<file path="config.mk">
export PLATFORM = sky130hd
export DESIGN_NAME = divradix4
export DESIGN_NICKNAME = d
export VERILOG_FILES = /design/src/rtl/divradix4.sv
export SDC_FILE = /design/constraint.sdc
export NUM_CORES = 1
export LEC_CHECK = 0
export BUFFER_PORTS_ARGS = -buffer_cell sky130_fd_sc_hd__buf_4
export CAP_MARGIN = 15
export CORE_ASPECT_RATIO = 1.2
export CORE_UTILIZATION = 63
export CTS_CLUSTER_SIZE = 25
export DETAILED_ROUTE_END_ITERATION = 7
export PLACE_DENSITY = 0.85
export SYNTH_ARGS = -nofsm -noshare
export SYNTH_HDL_FRONTEND = slang
export SYNTH_SLANG_ARGS = --single-unit
</file>
<file path="constraint.sdc">
create_clock -name clk -period 4.1 [get_ports clk]
set_input_delay 0.41 -clock clk [delete_from_list [all_inputs] [get_ports clk]]
set_output_delay 0.41 -clock clk [all_outputs]
set_load 0.01 [all_outputs]
</file>
<file path="src/rtl/divradix4.sv">
// Sequential signed radix-4 restoring divider: one base-4 quotient digit per clock,
// quotient truncated toward zero, remainder carries the dividend's sign.
module divradix4 #(
    parameter int unsigned N = 32
) (
    input  logic         clk,
    input  logic         rst,
    input  logic         start,
    input  logic [N-1:0] Dividend,
    input  logic [N-1:0] Divisor,
    output logic [N-1:0] Quotient,
    output logic [N-1:0] Remainder,
    output logic         busy,
    output logic         flag,
    output logic         div_by_zero
);

    localparam int unsigned NP = N + 2;
    localparam int unsigned ND = N / 2;
    localparam int unsigned CW = $clog2(ND + 1);

    typedef enum logic [1:0] {IDLE, CALC, FIX, DONE} state_t;

    state_t          state;
    logic [N-1:0]    a;
    logic [N-1:0]    d;
    logic [NP-1:0]   d3;
    logic [NP-1:0]   p;
    logic [N-1:0]    q;
    logic [CW-1:0]   cnt;
    logic            sign_q;
    logic            sign_r;
    logic            dz;

    logic [N-1:0]    dvd_abs;
    logic [N-1:0]    dvs_abs;
    logic [NP-1:0]   d1;
    logic [NP-1:0]   d2;
    logic [NP-1:0]   pp;
    logic [NP-1:0]   rem;
    logic [1:0]      dig;

    // Operand magnitudes as unsigned, so the most negative value maps exactly.
    always_comb begin
        dvd_abs = Dividend[N-1] ? N'(-Dividend) : Dividend;
        dvs_abs = Divisor[N-1]  ? N'(-Divisor)  : Divisor;
    end

    // Digit selection against D, 2D and 3D on the shifted partial remainder.
    always_comb begin
        d1  = NP'(d);
        d2  = NP'(d) << 1;
        pp  = (p << 2) | NP'(a[N-1 -: 2]);
        dig = 2'd0;
        rem = pp;
        if (pp >= d3) begin
            dig = 2'd3;
            rem = pp - d3;
        end else if (pp >= d2) begin
            dig = 2'd2;
            rem = pp - d2;
        end else if (pp >= d1) begin
            dig = 2'd1;
            rem = pp - d1;
        end
    end

    always_ff @(posedge clk or negedge rst) begin
        if (!rst) begin
            state       <= IDLE;
            a           <= '0;
            d           <= '0;
            d3          <= '0;
            p           <= '0;
            q           <= '0;
            cnt         <= '0;
            sign_q      <= 1'b0;
            sign_r      <= 1'b0;
            dz          <= 1'b0;
            Quotient    <= '0;
            Remainder   <= '0;
            busy        <= 1'b0;
            flag        <= 1'b0;
            div_by_zero <= 1'b0;
        end else begin
            case (state)
                IDLE, DONE: begin
                    if (start) begin
                        a           <= dvd_abs;
                        d           <= dvs_abs;
                        d3          <= NP'(dvs_abs) + (NP'(dvs_abs) << 1);
                        p           <= '0;
                        q           <= '0;
                        cnt         <= CW'(ND);
                        sign_q      <= Dividend[N-1] ^ Divisor[N-1];
                        sign_r      <= Dividend[N-1];
                        dz          <= (Divisor == '0);
                        flag        <= 1'b0;
                        div_by_zero <= 1'b0;
                        busy        <= 1'b1;
                        state       <= (Divisor == '0) ? FIX : CALC;
                    end
                end
                CALC: begin
                    a   <= a << 2;
                    p   <= rem;
                    q   <= (q << 2) | N'(dig);
                    cnt <= cnt - CW'(1);
                    if (cnt == CW'(1)) begin
                        state <= FIX;
                    end
                end
                FIX: begin
                    // With a zero divisor, A still holds |Dividend| unshifted.
                    if (dz) begin
                        Quotient    <= '1;
                        Remainder   <= sign_r ? N'(-a) : a;
                        div_by_zero <= 1'b1;
                    end else begin
                        Quotient    <= sign_q ? N'(-q) : q;
                        Remainder   <= sign_r ? N'(-p[N-1:0]) : p[N-1:0];
                        div_by_zero <= 1'b0;
                    end
                    busy  <= 1'b0;
                    flag  <= 1'b1;
                    state <= DONE;
                end
                default: state <= IDLE;
            endcase
        end
    end

endmodule
</file>
==> summary.md <==
| Metric | Value |
|---|---|
| N_diodes | 0 |
| Syn Std Cell Area | between 15000 and 20000 µm² |
| CTS tree | done |
| Ys flop type | dfrtp_1 |
| Largest stage delay, worst path | 0.57 ns |
| H-tree depth | 1 |
| Kind of critical path | reg -> reg |
| # DRC | 0 |
| Chip height | slightly below 200 µm |
| Yosys warns | 0 |
| Drt via density | between 6 and 7 |
| RSZ-0062 raised after global routing | no |
| Initial antenna violation count | 0 |
| Final ANT Viol Nets | 0 |
| First-pass GRT wire length | about 95000 µm |
| Clock root buffer | clkbuf_16 |
| CTS Sinks | 238 |
| Min-Delay Path Class | in -> reg |
| Critical-path maximum fanout | 16 |
| Rows | 70 |
| Pleak | 10.7 nW |
| # placed instances | 2917 |
| Synth top area share | 0.302 |
| FF+latch count, synth | ~240 |
| Die area | 32000 µm² |
| Syn avg cell area | approximately 8.4 µm² |
| Net Count, Synth | approximately 2.5k |
| Final Setup Violations | 0 |
| Worst Max-Slew Pin Slew | ~1.0 ns |
| Power Dens Cells | between 800 and 900 nW/µm² |
| Critical path startpoint category | flop |
| Max-cap violations | 0 |
| Clock Tree Buf Depth | 3 |
| Cell Count, Final, Fillers Out | roughly 3.0k |
| Post-synth EDFFs | 0 |
| TritonRoute pass-1 iters | 6 |
| Core Box Area | between 30000 and 40000 µm² |
| Fin. Hold Viols | 0 |
| Worst skew pair latency | ~0.57 ns |
| CP Capture Type | flop |
| Synth area leader | dfrtp_1 |
| Distinct cells, synth | 85 |
| Buf+Inv Stages, Crit Path | 4 |
| Die width | around 160 µm |
| CP arrival | about 4.4 ns |
| Filler cells | about 2.2k |
| Fin Clk Skew | approximately 0.022 ns |
| Largest net degree at the start of global routing | slightly above 100 |
| Sequential fraction of the synthesis area | 0.302 |
| FFs w/ async S/R, synth | 1.00 |
| Status | finished clean |
| VDD IR-drop max | roughly 700 µV |
| Worst path slowest cell | o31ai_1 |
| Drt wl/cell | around 20 µm |
| Io pins | 134 |
| HPWL Detailed | 45000 µm |
| Crit-path cells | inv_1, ha_1, fa_1, nor2b_1, o31a_1, o31ai_1, a21oi_1, a211oi_1, buf_4, o31ai_2, a21o_1, buf_12, buf_12, mux2i_1, a211oi_1, a221o_1 |
| Total gr overflow | 0 |
| Post-DP Area | 22000 µm² |
| Crit path time final | 3.96 ns |
| Fin area | about 23000 µm² |
| Final worst setup slack | 0.136 ns |
| DR vias | roughly 19k |
| Slew Limit Fails | 0 |
| Fin util | 0.749 |
| CTS buffer count | 26 |
| Most frequent cells in the layout | buf_4, dfrtp_1, o21ai_0, nand2_1, a21oi_1 |
| Initial core utilization | 0.643 |
| Worst relative slew slack | 0.303 |
| Port buffer count | about 130 |
| Initial drt markers | around 1.7k |
| Gpl congestion | just under 1 |
| Clk slew on worst S/H paths | around 0.07 ns |
| Area Overhead vs Synth | 16.5% |
| Achievable clock frequency | around 250 MHz |
| Mapped Cells | approximately 2.3k |
| Vias in the first global route | around 19k |
| DP Worst Slack | -0.403 ns |
| Post-Route WL | between 50000 and 60000 µm |
| CP delay by family, top | compound AO/OA/AOI/OAI gates |
| Period Utilization, post-route | 0.967 |
| GRT Util Overall | 0.372 |
| Nets | roughly 2.8k |
| Synth top area cells | dfrtp_1, ha_1, xor2_1, o21ai_0, xnor2_1 |
| Layout cell share with drive strength beyond 1 | 0.156 |
| Commonest non-fill, non-tap cell in the layout | buf_4 |
| Required time of the worst setup path | ~4.6 ns |
==> report_power, final <==
| group | internal, mW | switching, mW | leakage [nW] |
|---|---|---|---|
| Combinational | 5.33 | 7.44 | 7.29 |
| Clock | 1.42 | 1.01 | 0.420 |
| Sequential | 3.29 | 0.849 | 3.02 |
==> worst reg2reg max path, cell delays in order, from the launching register on <==
cell and delay, ns:
dfrtp_1 0.43, inv_1 0.19, ha_1 0.26, fa_1 0.24
nor2b_1 0.07, o31a_1 0.26, o31ai_1 0.57, a21oi_1 0.20
a211oi_1 0.26, buf_4 0.16, o31ai_2 0.10, a21o_1 0.22
buf_12 0.16, buf_12 0.15, mux2i_1 0.20, a211oi_1 0.13
a221o_1 0.29
==> worst paths after layout <==
check                                  start      endpoint  slack [ns]  cells after the start
worst max-delay path                   a[30]          p[8]        0.14                     16
worst min-delay path            Dividend[16]         a[16]        0.19                      3
worst max register to register         a[30]          p[8]        0.14                     16
worst min register to register        d3[25]        d3[25]        0.48                      2
max in group asynchronous                rst          a[4]        2.69                      3
min in group asynchronous                rst  Quotient[21]        0.50                      2
==> Yosys cell counts (15+ instances only) <==
library cell,n
a22o_1,31
nand2_1,208
clkbuf_1,91
ha_1,137
or4_1,20
nand2b_1,30
nand3_1,32
o41ai_1,23
a21oi_1,163
xnor2_1,118
nor2_1,148
xor2_1,134
a211oi_1,27
a31oi_1,18
o21ai_0,224
o31ai_1,51
o21a_1,16
nand4_1,21
nor3_1,32
inv_1,135
a21o_1,68
o21bai_1,16
mux2_2,26
a22oi_1,32
o211ai_1,32
dfrtp_1,238
mux2i_1,33
a221o_1,15
or3_1,24
o22ai_1,18
and3_1,16
==> layout make-up <==
cell class / count / area (µm²) / share of cell area
Tap cell: 396 / 495 / 0.0216
Timing Repair Buffer: 288 / 2240 / 0.0977
Clock buffer: 38 / 766 / 0.0334
Inverter: 135 / 507 / 0.0221
Clock inverter: 8 / 113 / 0.00491
Multi-Input combinational cell: 1861 / 12900 / 0.561
Sequential cell: 238 / 5960 / 0.260
==> stage by stage <==
stage               power, mW  hold WS (ns)  setup TNS (ns)
CTS                      19.1         0.180               0
global route             20.7         0.216               0
detailed placement       16.5         0.471           -2.89
floorplan                12.6         0.114               0
global placement         16.1         0.462           -1.53
finish                   19.3         0.190               0
==> routing by layer <==
metal	GRT usage	vias to the layer above	routed length [µm]
li1	-	8986	-
met5	0	-	0
met3	0.0378	196	3570
met2	0.645	827	28700
met1	0.454	9135	23800
met4	0.194	0	3220
==> sequential cells by signal, indices dropped and copies added, names as in the netlist <==
name and cells:
p 32, sign_q 1, sign_r 1, q 32, div_by_zero 1, state 2
Remainder 32, d3 33, dz 1, flag 1, busy 1, Quotient 32
a 32, cnt 5, d 32
==> cells by family after synthesis <==
kind of cell	after synthesis	share of synthesized area
AOI/OAI and AO/OA	802	0.265
xor gates and xnor gates	252	0.112
adders and majority gates	141	0.0911
buffers and inverters	242	0.0469
DFF	238	0.302
muxes	60	0.0328
and+or+nand+nor	606	0.150
==> what timing repair did <==
action / in CTS / in global routing
gates resized for setup: 0 / 10
setup endpoints to repair: 0 / 30
hold buffers: 1 / 0
setup buffers: 0 / 0
hold endpoints to repair: 100 / 0
(Power assumes the default switching activity.)
